==> src/rtl/hqm_aw_rf_pg_seq_if.sv <==
`default_nettype none
// ============================================================================
// Module      : hqm_aw_rf_pg_seq_if
// Description : Bundle between the RF power-gate sequencer and its RF/client.
// Revision    : 1.0 - initial release
// ============================================================================
interface hqm_aw_rf_pg_seq_if #(
    parameter int TMO_W = 8
);
    logic             pg_req;
    logic             mem_busy;
    logic [TMO_W-1:0] cfg_ack_timeout;
    logic             err_clr;
    logic             pwr_enable_b;
    logic             pwr_enable_b_ack;
    logic             pgcb_isol_en;
    logic             mem_access_en;
    logic             pg_up;
    logic             pg_down;
    logic             err_timeout;
    logic             err_sticky;

    // Sequencer side
    modport master (
        input  pg_req,
        input  mem_busy,
        input  cfg_ack_timeout,
        input  err_clr,
        input  pwr_enable_b_ack,
        output pwr_enable_b,
        output pgcb_isol_en,
        output mem_access_en,
        output pg_up,
        output pg_down,
        output err_timeout,
        output err_sticky
    );

    // RF wrapper / client / control side
    modport slave (
        output pg_req,
        output mem_busy,
        output cfg_ack_timeout,
        output err_clr,
        output pwr_enable_b_ack,
        input  pwr_enable_b,
        input  pgcb_isol_en,
        input  mem_access_en,
        input  pg_up,
        input  pg_down,
        input  err_timeout,
        input  err_sticky
    );
endinterface
`default_nettype wire

==> src/rtl/hqm_aw_rf_pg_seq.sv <==
`default_nettype none
// ============================================================================
// Module      : hqm_aw_rf_pg_seq
// Description : Power-gate sequencer for a power-gated RF: chain enable,
//               isolation and access gating in glitch-safe order.
// Revision    : 1.0 - initial release
// ============================================================================
module hqm_aw_rf_pg_seq #(
    parameter int ISOL_DLY = 2,
    parameter int TMO_W    = 8
) (
    input  wire logic           clk,
    input  wire logic           rst,
    hqm_aw_rf_pg_seq_if.master  pg_if
);

    localparam logic [2:0] c_st_off   = 3'd0;
    localparam logic [2:0] c_st_wake  = 3'd1;
    localparam logic [2:0] c_st_uniso = 3'd2;
    localparam logic [2:0] c_st_on    = 3'd3;
    localparam logic [2:0] c_st_drain = 3'd4;
    localparam logic [2:0] c_st_iso   = 3'd5;
    localparam logic [2:0] c_st_sleep = 3'd6;

    localparam logic [3:0]       c_dly_init = 4'(ISOL_DLY - 1);
    localparam logic [TMO_W-1:0] c_tmo_max  = {TMO_W{1'b1}};

    logic [2:0]       r_state;
    logic [2:0]       w_next_state;
    logic             r_ack_meta;
    logic             r_ack_s;
    logic [3:0]       r_dly_cnt;
    logic [TMO_W-1:0] r_tmo_cnt;
    logic             r_tmo_fired;

    logic             r_pwr_enable_b;
    logic             r_pgcb_isol_en;
    logic             r_mem_access_en;
    logic             r_pg_up;
    logic             r_pg_down;
    logic             r_err_timeout;
    logic             r_err_sticky;

    logic             w_pwr_enable_b_nx;
    logic             w_pgcb_isol_en_nx;
    logic             w_mem_access_en_nx;
    logic             w_pg_up_nx;
    logic             w_pg_down_nx;

    logic             w_state_change;
    logic             w_enter_dly;
    logic             w_enter_wait;
    logic             w_ack_pending;
    logic             w_tmo_hit;

    // ------------------------------------------------------------------
    // State register, synchronizer, counters and registered outputs
    // ------------------------------------------------------------------
    always_ff @(posedge clk or posedge rst) begin
        if (rst) begin
            r_state         <= c_st_off;
            r_ack_meta      <= 1'b1;
            r_ack_s         <= 1'b1;
            r_dly_cnt       <= 4'd0;
            r_tmo_cnt       <= '0;
            r_tmo_fired     <= 1'b0;
            r_pwr_enable_b  <= 1'b1;
            r_pgcb_isol_en  <= 1'b1;
            r_mem_access_en <= 1'b0;
            r_pg_up         <= 1'b0;
            r_pg_down       <= 1'b1;
            r_err_timeout   <= 1'b0;
            r_err_sticky    <= 1'b0;
        end else begin
            r_state    <= w_next_state;
            r_ack_meta <= pg_if.pwr_enable_b_ack;
            r_ack_s    <= r_ack_meta;

            if (w_enter_dly) begin
                r_dly_cnt <= c_dly_init;
            end else if (r_dly_cnt != 4'd0) begin
                r_dly_cnt <= r_dly_cnt - 4'd1;
            end

            if (w_enter_wait) begin
                r_tmo_cnt   <= '0;
                r_tmo_fired <= 1'b0;
            end else begin
                if ((r_state == c_st_wake || r_state == c_st_sleep) && r_tmo_cnt != c_tmo_max) begin
                    r_tmo_cnt <= r_tmo_cnt + 1'b1;
                end
                if (w_tmo_hit) begin
                    r_tmo_fired <= 1'b1;
                end
            end

            r_pwr_enable_b  <= w_pwr_enable_b_nx;
            r_pgcb_isol_en  <= w_pgcb_isol_en_nx;
            r_mem_access_en <= w_mem_access_en_nx;
            r_pg_up         <= w_pg_up_nx;
            r_pg_down       <= w_pg_down_nx;
            r_err_timeout   <= w_tmo_hit;

            // A new timeout outranks a simultaneous clear
            if (w_tmo_hit) begin
                r_err_sticky <= 1'b1;
            end else if (pg_if.err_clr) begin
                r_err_sticky <= 1'b0;
            end
        end
    end

    // ------------------------------------------------------------------
    // Next-state logic
    // ------------------------------------------------------------------
    always_comb begin
        w_next_state = r_state;
        case (r_state)
            c_st_off:   if (!pg_if.pg_req)     w_next_state = c_st_wake;
            c_st_wake:  if (!r_ack_s)          w_next_state = c_st_uniso;
            c_st_uniso: if (r_dly_cnt == 4'd0) w_next_state = c_st_on;
            c_st_on:    if (pg_if.pg_req)      w_next_state = c_st_drain;
            c_st_drain: if (!pg_if.mem_busy)   w_next_state = c_st_iso;
            c_st_iso:   if (r_dly_cnt == 4'd0) w_next_state = c_st_sleep;
            c_st_sleep: if (r_ack_s)           w_next_state = c_st_off;
            default:                           w_next_state = c_st_off;
        endcase
    end

    // Entry detection and ack-timeout qualification
    always_comb begin
        w_state_change = (w_next_state != r_state);
        w_enter_dly    = w_state_change &&
                         (w_next_state == c_st_uniso || w_next_state == c_st_iso);
        w_enter_wait   = w_state_change &&
                         (w_next_state == c_st_wake || w_next_state == c_st_sleep);
        // Ack already at target this cycle suppresses the error
        w_ack_pending  = ((r_state == c_st_wake)  &&  r_ack_s) ||
                         ((r_state == c_st_sleep) && !r_ack_s);
        w_tmo_hit      = w_ack_pending && !r_tmo_fired &&
                         (pg_if.cfg_ack_timeout != '0) &&
                         (r_tmo_cnt == pg_if.cfg_ack_timeout);
    end

    // ------------------------------------------------------------------
    // Output decode of the upcoming state, registered above
    // ------------------------------------------------------------------
    always_comb begin
        w_pwr_enable_b_nx  = 1'b0;
        w_pgcb_isol_en_nx  = 1'b1;
        w_mem_access_en_nx = 1'b0;
        w_pg_up_nx         = 1'b0;
        w_pg_down_nx       = 1'b0;
        case (w_next_state)
            c_st_off: begin
                w_pwr_enable_b_nx = 1'b1;
                w_pg_down_nx      = 1'b1;
            end
            c_st_wake, c_st_uniso, c_st_iso: begin
                w_pwr_enable_b_nx = 1'b0;
            end
            c_st_on: begin
                w_pgcb_isol_en_nx  = 1'b0;
                w_mem_access_en_nx = 1'b1;
                w_pg_up_nx         = 1'b1;
            end
            c_st_drain: begin
                w_pgcb_isol_en_nx = 1'b0;
            end
            c_st_sleep: begin
                w_pwr_enable_b_nx = 1'b1;
            end
            default: begin
                w_pwr_enable_b_nx = 1'b1;
                w_pg_down_nx      = 1'b1;
            end
        endcase
    end

    assign pg_if.pwr_enable_b  = r_pwr_enable_b;
    assign pg_if.pgcb_isol_en  = r_pgcb_isol_en;
    assign pg_if.mem_access_en = r_mem_access_en;
    assign pg_if.pg_up         = r_pg_up;
    assign pg_if.pg_down       = r_pg_down;
    assign pg_if.err_timeout   = r_err_timeout;
    assign pg_if.err_sticky    = r_err_sticky;

endmodule
`default_nettype wire
==> src/flat_wrapper.sv <==
// flat-port wrapper written by rule: the top's interface ports become plain ports
module hqm_aw_rf_pg_seq_flat 
#(
    parameter int ISOL_DLY = 2,
    parameter int TMO_W    = 8
)
  (clk, rst, pg_if_pg_req, pg_if_mem_busy, pg_if_cfg_ack_timeout, pg_if_err_clr, pg_if_pwr_enable_b_ack, pg_if_pwr_enable_b, pg_if_pgcb_isol_en, pg_if_mem_access_en, pg_if_pg_up, pg_if_pg_down, pg_if_err_timeout, pg_if_err_sticky);
  hqm_aw_rf_pg_seq_if #(.TMO_W(TMO_W)) pg_if_i ();
  input  wire logic clk;
  input  wire logic rst;
  input wire logic [$bits(pg_if_i.pg_req)-1:0] pg_if_pg_req;
  input wire logic [$bits(pg_if_i.mem_busy)-1:0] pg_if_mem_busy;
  input wire logic [$bits(pg_if_i.cfg_ack_timeout)-1:0] pg_if_cfg_ack_timeout;
  input wire logic [$bits(pg_if_i.err_clr)-1:0] pg_if_err_clr;
  input wire logic [$bits(pg_if_i.pwr_enable_b_ack)-1:0] pg_if_pwr_enable_b_ack;
  output wire logic [$bits(pg_if_i.pwr_enable_b)-1:0] pg_if_pwr_enable_b;
  output wire logic [$bits(pg_if_i.pgcb_isol_en)-1:0] pg_if_pgcb_isol_en;
  output wire logic [$bits(pg_if_i.mem_access_en)-1:0] pg_if_mem_access_en;
  output wire logic [$bits(pg_if_i.pg_up)-1:0] pg_if_pg_up;
  output wire logic [$bits(pg_if_i.pg_down)-1:0] pg_if_pg_down;
  output wire logic [$bits(pg_if_i.err_timeout)-1:0] pg_if_err_timeout;
  output wire logic [$bits(pg_if_i.err_sticky)-1:0] pg_if_err_sticky;
  assign pg_if_i.pg_req = pg_if_pg_req;
  assign pg_if_i.mem_busy = pg_if_mem_busy;
  assign pg_if_i.cfg_ack_timeout = pg_if_cfg_ack_timeout;
  assign pg_if_i.err_clr = pg_if_err_clr;
  assign pg_if_i.pwr_enable_b_ack = pg_if_pwr_enable_b_ack;
  assign pg_if_pwr_enable_b = pg_if_i.pwr_enable_b;
  assign pg_if_pgcb_isol_en = pg_if_i.pgcb_isol_en;
  assign pg_if_mem_access_en = pg_if_i.mem_access_en;
  assign pg_if_pg_up = pg_if_i.pg_up;
  assign pg_if_pg_down = pg_if_i.pg_down;
  assign pg_if_err_timeout = pg_if_i.err_timeout;
  assign pg_if_err_sticky = pg_if_i.err_sticky;
  hqm_aw_rf_pg_seq #(.ISOL_DLY(ISOL_DLY), .TMO_W(TMO_W)) u_core (.clk(clk), .rst(rst), .pg_if(pg_if_i));
endmodule
==> config.mk <==
export PLATFORM = sky130hd
export DESIGN_NAME = hqm_aw_rf_pg_seq_flat
export DESIGN_NICKNAME = d
export VERILOG_FILES = /design/src/rtl/hqm_aw_rf_pg_seq_if.sv /design/src/rtl/hqm_aw_rf_pg_seq.sv /design/src/flat_wrapper.sv
export SDC_FILE = /design/constraint.sdc
export NUM_CORES = 1
export LEC_CHECK = 0
export CAP_MARGIN = 20
export CORE_UTILIZATION = 50
export CTS_CLUSTER_DIAMETER = 80
export DETAILED_ROUTE_END_ITERATION = 6
export GPL_TIMING_DRIVEN = 0
export PLACE_DENSITY = 0.79
export SETUP_SLACK_MARGIN = 0.5
export SYNTH_ARGS = -nofsm -noshare
export SYNTH_HDL_FRONTEND = slang
export SYNTH_SLANG_ARGS = --single-unit
==> constraint.sdc <==
create_clock -name clk -period 2.1 [get_ports clk]
set_clock_uncertainty 0.15 [all_clocks]
set_input_delay 0.42 -clock clk [delete_from_list [all_inputs] [get_ports clk]]
set_output_delay 0.42 -clock clk [all_outputs]
set_load 0.02 [all_outputs]
==> parameters.txt, run 1 <==
Parameter                              Value

Outcome
  Run status    completed

Synthesis
  Synthesis-stage register bit count    24
  Async SR Flop Fraction    1.00
  Post-Synthesis Net Count    157
  Post-synthesis instance area    1370 um^2
  Post-synthesis cell type count    44
  Number of enable-type register cells in the synthesized netlist    0
  Dominant synthesized flop cell    sky130_fd_sc_hd__dfrtp_1
  Proportion of netlist area held by the largest area contributor    0.347
  Avg Cell Area, Syn    9.73 um^2
  Synth Instances    141
  Post-synthesis cell type with the largest combined area    sky130_fd_sc_hd__dfrtp_1
  Top cells by area in the synthesized netlist    sky130_fd_sc_hd__dfrtp_1 (35%), sky130_fd_sc_hd__dfstp_2 (9.6%), sky130_fd_sc_hd__a21oi_1 (4.4%), sky130_fd_sc_hd__o21ai_0 (3.6%), sky130_fd_sc_hd__xnor2_1 (3.2%)
  Post-synthesis sequential area ratio    0.443
  Ranking of synthesized cells by instance count    sky130_fd_sc_hd__dfrtp_1 (19), sky130_fd_sc_hd__a21oi_1 (12), sky130_fd_sc_hd__o21ai_0 (10)
  Synthesis warning total    0
  Cell with the most instances after synthesis    sky130_fd_sc_hd__dfrtp_1

Place
  Buffers on Ports    20
  Worst slack at placement    0.0584 ns
  Gpl congestion    0.804
  Placed wire-length estimate    2030 um
  Number of placed instances with taps included    191
  Cell area after placement    1650 um^2

Worst setup path
  Largest incremental delay on the critical path    0.43 ns
  Type of destination of the critical path    flop
  Top cell by count, worst path    sky130_fd_sc_hd__a21oi_2
  Startpoint type of the worst setup path    flop
  Highest-delay cell along the critical path    sky130_fd_sc_hd__dfrtp_1
  Class of the most critical setup path    reg -> reg
  Crit path required time    2.16 ns
  Number of cells on the critical path    8
  Number of cells traversed by the worst register-to-register path    8
  Ordered list of cells on the worst path    inv_2, ha_4, buf_4, nor4bb_4, a21oi_2, nor2_2, buf_6, a21oi_2
  Top fanout value on the critical path    7
  Buf+Inv Stages, Crit Path    3
  Kind of cell with the highest combined delay on the critical path    flip-flops
  CP arrival    1.80 ns

STA
  Hold Fails Final Rpt    0
  Highest Clock Rate    0.576 GHz
  Final setup vio count    0
  Setup total negative slack    0 ns
  Final critical delay including setup and external delays    1.74 ns
  Worst path setup slack after routing    0.364 ns
  Setup repair after global routing missed its margin    yes
  Final count of pins violating max slew    0
  Worst slew margin relative to its limit    0.402
  Ratio of final minimum period to clock period    0.826
  Worst hold-check slack    0.214 ns
  Slew at the pin closest to its max-slew limit    0.896 ns

Clocking
  TritonCTS buffer count    3
  Clock slew seen by the registers of the worst setup and hold paths    0.14 ns
  Clock latency on the worst-skew pair    0.33 ns
  Root buffer cell    sky130_fd_sc_hd__clkbuf_4
  Hold bufs inserted after CTS    0
  Num Clock Sinks    24
  Clock H-tree levels    1
  CTS Buffer Depth    2
  TritonCTS clock tree    yes

Die
  Site row count    18
  Initial standard-cell utilization of the core    0.539
  Core area    2540 um^2
  Die span in y    54.4 um
  I/O pin total    21
  Width of the die    54.4 um
  Area of the die    2960 um^2

Drt
  Routed WL    3300 um
  Via count    1,249
  Remaining design rule violation count    0
  Count of nets left with antenna violations after detail routing    0
  Starting DRC count in detailed routing    26
  DR WL/cell    15.3 um
  Pre-Repair DR Iteration Count    4
  Via-to-Cell Ratio    5.81

Finish
  Antenna diode instance count    0
  Number of standard cells in the final layout excluding fillers    215
  Share of the core filled with cells    0.769
  Fraction of layout instances using a drive strength above 1    0.411
  Area growth from synthesis to layout    42.7%
  Total Nets Final    202
  Post-route cell area    1960 um^2

GRT
  Overall fraction of global-route tracks in use    0.247
  Global-route congestion overflow total    0
  Global-route wire length before repair    5150 um
  Number of global-route vias before repair    1,221
  Maximum number of pins on one net before global-route repair    25
  Initial antenna violation count    0

Job
  Max cap viols    0

Power and ir drop
  Power Density    1280 nW/um^2
  Overall power consumption    2.50 mW
  Leakage power    0.841 nW
  Peak ir drop on the vdd network    1.07 mV

Min path
  Number of cells on the worst hold path    0
  Hold/Removal Path Class    reg -> reg
-- flip-flops by register name (all words and copies together), names as in the netlist --
name	flops
u_core.r_ack_s	1
u_core.r_state	3
u_core.r_tmo_cnt	8
u_core.pg_if.err_sticky	1
u_core.pg_if.mem_access_en	1
u_core.r_tmo_fired	1
u_core.pg_if.err_timeout	1
u_core.pg_if.pg_down	1
u_core.pg_if.pgcb_isol_en	1
u_core.r_dly_cnt	4
u_core.r_ack_meta	1
u_core.pg_if.pwr_enable_b	1
-- cells by family (layout without fill, tap and decap cells) --
| logic type | count (synthesis) | after routing | synth area share |
|---|---|---|---|
| flops | 24 | 24 | 0.443 |
| mux | 3 | 3 | 0.0219 |
| fa+ha+maj | 2 | 2 | 0.0182 |
| buf+inv | 15 | 59 | 0.0566 |
| simple gates | 53 | 53 | 0.245 |
| compound gates | 34 | 34 | 0.152 |
| xor+xnor | 10 | 10 | 0.0639 |
-- power breakdown --
| group | switching, mW | internal, mW | leakage, nW | total (mW) |
|---|---|---|---|---|
| clock network | 0.140 | 0.106 | 0.0210 | 0.247 |
| logic | 0.709 | 0.805 | 0.522 | 1.51 |
| registers | 0.124 | 0.615 | 0.298 | 0.739 |
| total | 0.973 | 1.53 | 0.841 | 2.50 |
-- cells in the final DEF, fill, tap and decap left out, types with 3 or more instances in the layout --
master	instances
sky130_fd_sc_hd__nand3_1	3
sky130_fd_sc_hd__o21ai_0	5
sky130_fd_sc_hd__xnor2_1	4
sky130_fd_sc_hd__inv_1	6
sky130_fd_sc_hd__buf_4	21
sky130_fd_sc_hd__xor2_1	5
sky130_fd_sc_hd__nor2_2	3
sky130_fd_sc_hd__dfrtp_2	4
sky130_fd_sc_hd__dfstp_2	5
sky130_fd_sc_hd__a21oi_1	7
sky130_fd_sc_hd__nor2_1	3
sky130_fd_sc_hd__nor2b_1	4
sky130_fd_sc_hd__nor3_1	4
sky130_fd_sc_hd__nand2_1	7
sky130_fd_sc_hd__clkbuf_4	3
sky130_fd_sc_hd__dfrtp_1	15
sky130_fd_sc_hd__buf_6	9
sky130_fd_sc_hd__o21ai_1	4
sky130_fd_sc_hd__clkdlybuf4s50_1	12
sky130_fd_sc_hd__a21oi_2	5
sky130_fd_sc_hd__mux2i_1	3
-- per-layer routing --
| metal | up-vias | track usage | share of wire |
|---|---|---|---|
| met5 | - | 0 | 0 |
| met4 | 0 | 0.0726 | 0.013 |
| met3 | 6 | 0.0694 | 0.049 |
| met2 | 45 | 0.439 | 0.50 |
| met1 | 602 | 0.286 | 0.43 |
| li1 | 596 | - | - |
-- worst paths after layout --
kind,slack (ns),endpoint,startpoint
max reg2reg,0.36,u_core.r_tmo_cnt[3],u_core.r_dly_cnt[1]
min in group asynchronous,0.41,u_core.r_tmo_cnt[4],rst
max in group asynchronous,0.77,u_core.r_state[2],rst
max,0.36,u_core.r_tmo_cnt[3],u_core.r_dly_cnt[1]
min reg2reg,0.21,u_core.r_ack_s,u_core.r_ack_meta
min,0.21,u_core.r_ack_s,u_core.r_ack_meta
-- cell type report --
class,instances,area [um^2]
well taps,30,37.5
flip-flops and latches,24,612
fillers,161,588
repair buffers,40,363
plain buffers,7,57.6
multi-input cells,102,821
clock buffers,4,36.3
inverters,8,30.0
-- repair_timing --
item / 4_1_cts / 5_1_grt
endpoints found under the setup margin: 23 / 27
pin swaps: 13 / 14
gates resized for setup: 34 / 37
setup buffers: 18 / 2
Power figures use the tool's default switching activity.
==> run 2, diff against run 1 <==
clock period = 1.65 ns   (was 2.1 ns; I/O delays follow)
==> parameters.txt, run 2 (synthesis gave the netlist of run 1 again) <==
Parameter                              Value

Power and ir drop
  Overall power consumption    3.93 mW (+57%)
  Power Density    1810 nW/um^2 (+42%)
  Peak ir drop on the vdd network    1.56 mV (+46%)
  Leakage power    0.900 nW (+7.1%)

Drt
  Remaining design rule violation count    0 (unchanged)
  Starting DRC count in detailed routing    52 (+100%)
  Via count    1,420 (+14%)
  Via-to-Cell Ratio    6.45 (+11%)
  Count of nets left with antenna violations after detail routing    0 (unchanged)
  Pre-Repair DR Iteration Count    4 (unchanged)
  DR WL/cell    20.2 um (+32%)
  Routed WL    4450 um (+35%)

Job
  Max cap viols    0 (unchanged)

Place
  Buffers on Ports    20 (unchanged)
  Gpl congestion    0.789 (-1.9%)
  Placed wire-length estimate    2110 um (+4.0%)
  Number of placed instances with taps included    191 (unchanged)

Clocking
  Clock slew seen by the registers of the worst setup and hold paths    0.13 ns (about the same)
  Hold bufs inserted after CTS    0 (unchanged)
  Clock latency on the worst-skew pair    0.32 ns (about the same)
  CTS Buffer Depth    2 (unchanged)
  Num Clock Sinks    24 (unchanged)
  Clock H-tree levels    1 (unchanged)
  TritonCTS clock tree    yes
  Root buffer cell    sky130_fd_sc_hd__clkbuf_4
  TritonCTS buffer count    3 (unchanged)

Outcome
  Failing checks    negative setup slack
  Run status    complete, but fails checks

GRT
  Overall fraction of global-route tracks in use    0.280 (+0.0331)
  Initial antenna violation count    0 (unchanged)
  Global-route wire length before repair    5740 um (+12%)
  Number of global-route vias before repair    1,277 (+4.6%)
  Maximum number of pins on one net before global-route repair    25 (unchanged)
  Global-route congestion overflow total    0 (unchanged)

STA
  Setup repair after global routing missed its margin    yes
  Worst hold-check slack    0.217 ns (+0.00320 ns)
  Slew at the pin closest to its max-slew limit    0.525 ns (-0.372 ns)
  Final count of pins violating max slew    0 (unchanged)
  Final setup vio count    14 (+14)
  Highest Clock Rate    0.544 GHz (-5.5%)
  Worst slew margin relative to its limit    0.650 (+0.248)
  Final critical delay including setup and external delays    1.84 ns (+0.102 ns)
  Worst path setup slack after routing    -0.187 ns (-0.552 ns)
  Hold Fails Final Rpt    0 (unchanged)
  Ratio of final minimum period to clock period    1.11 (+0.287)

Finish
  Number of flip-flops in the largest register    8 (unchanged)
  Antenna diode instance count    0 (unchanged)
  Number of standard cells in the final layout excluding fillers    220 (+2.3%)
  Largest regs    u_core.r_tmo_cnt (8), u_core.r_dly_cnt (4), u_core.r_state (3)
  Fraction of layout instances using a drive strength above 1    0.495 (+0.0839)
  Count of filler cells inserted in the layout    136 (-16%)
  Area growth from synthesis to layout    58.2%
  Commonest cells after routing, fill and taps aside    sky130_fd_sc_hd__buf_6 (18), sky130_fd_sc_hd__buf_4 (18), sky130_fd_sc_hd__dfrtp_1 (15)
  Total Nets Final    207 (+2.5%)
  Largest register by flop count    u_core.r_tmo_cnt

Worst setup path
  End of the critical path    u_core.r_tmo_cnt[5]
  Startpoint type of the worst setup path    flop
  Number of cells traversed by the worst register-to-register path    6 (-2)
  CP arrival    1.93 ns (+0.13 ns)
  Worst reg2reg path endpoint    u_core.r_tmo_cnt[5]
  Class of the most critical setup path    reg -> reg
  Beginning of the worst register-to-register path    u_core.r_tmo_cnt[0]
  Type of destination of the critical path    flop
  Critical Path Source    u_core.r_tmo_cnt[0]
  Top fanout value on the critical path    7 (unchanged)
  Crit path required time    1.74 ns (-0.42 ns)
  Minimum setup slack among reg-to-reg paths    -0.19 ns (-0.55 ns)

Die
  Die span in y    54.4 um (unchanged)
  Site row count    18 (unchanged)
  Width of the die    54.4 um (unchanged)
  Area of the die    2960 um^2 (unchanged)
  Initial standard-cell utilization of the core    0.539 (unchanged)
  I/O pin total    21 (unchanged)
  Core area    2540 um^2 (unchanged)

Min path
  Hold/Removal Path Class    in -> async
[run 2: cell count changes in the layout (fill, tap and decap cells not counted), sizes merged]
| cell | change |
|---|---|
| bufinv | +1 |
| clkinvlp | +1 |
| buf | +7 |
| clkbuf | -1 |
| clkdlybuf4s15 | -2 |
| inv | -1 |
[run 2: worst max-delay path, cell delays in order (launching register included)]
cell and delay (ns):
sky130_fd_sc_hd__dfrtp_2 0.48, sky130_fd_sc_hd__ha_2 0.23, sky130_fd_sc_hd__nand3_2 0.12, sky130_fd_sc_hd__o22ai_4 0.08, sky130_fd_sc_hd__buf_6 0.15, sky130_fd_sc_hd__or3_1 0.35, sky130_fd_sc_hd__a21oi_1 0.19
[run 2: area by class of cell]
class                      instances  area (um^2)  area share
multi-input combinational        102          927       0.427
sequential                        24          612       0.282
timing repair buffer              45          425       0.196
buffer                             7         81.3      0.0375
tap                               30         37.5      0.0173
inverter                           8         33.8      0.0156
clock inverter                     1         30.0      0.0138
clock buffer                       3         22.5      0.0104
[run 2: how the worst min path moves through the flow]
stage / slack, ns / cells after the start / end
3_5_place_dp: 0.20 / 0 / u_core.r_ack_s
6_report: 0.22 / 2 / u_core.r_state[1]
4_1_cts: 0.22 / 0 / u_core.r_ack_s
2_1_floorplan: 0.18 / 0 / u_core.r_ack_meta
3_3_place_gp: 0.20 / 0 / u_core.r_ack_s
5_1_grt: 0.22 / 0 / u_core.r_ack_s
[run 2: per-stage QoR]
stage | TNS [ns] | setup slack (ns) | util | area (um^2)
floorplan | -0.0691 | -0.0592 | - | 1470
global placement | -2.69 | -0.340 | 0.669 | 1700
detailed placement | -3.25 | -0.408 | 0.669 | 1700
CTS | -0.533 | -0.120 | 0.787 | 2000
global route | -2.13 | -0.263 | 0.853 | 2170
finish | -1.16 | -0.187 | 0.853 | 2170
[run 2: power by group]
part	switching (mW)	internal [mW]	total, mW
Combinational	1.19	1.33	2.52
Clock	0.180	0.246	0.425
Sequential	0.198	0.786	0.984
Total	1.57	2.36	3.93
[run 2: routing by layer]
layer,part of all wire,vias up,GRT usage,routed length [um]
li1,-,606,-,-
met1,0.36,682,0.329,1610
met2,0.49,98,0.472,2190
met3,0.073,34,0.0583,326
met4,0.072,0,0.158,322
met5,0,-,0,0
[run 2: what timing repair did]
| item | 4_1_cts | 5_1_grt |
|---|---|---|
| hold endpoints to repair | 0 | 0 |
| endpoints found under the setup margin | 48 | 29 |
| pin swaps | 15 | 13 |
| setup buffers | 17 | 8 |
| gates resized for setup | 69 | 24 |
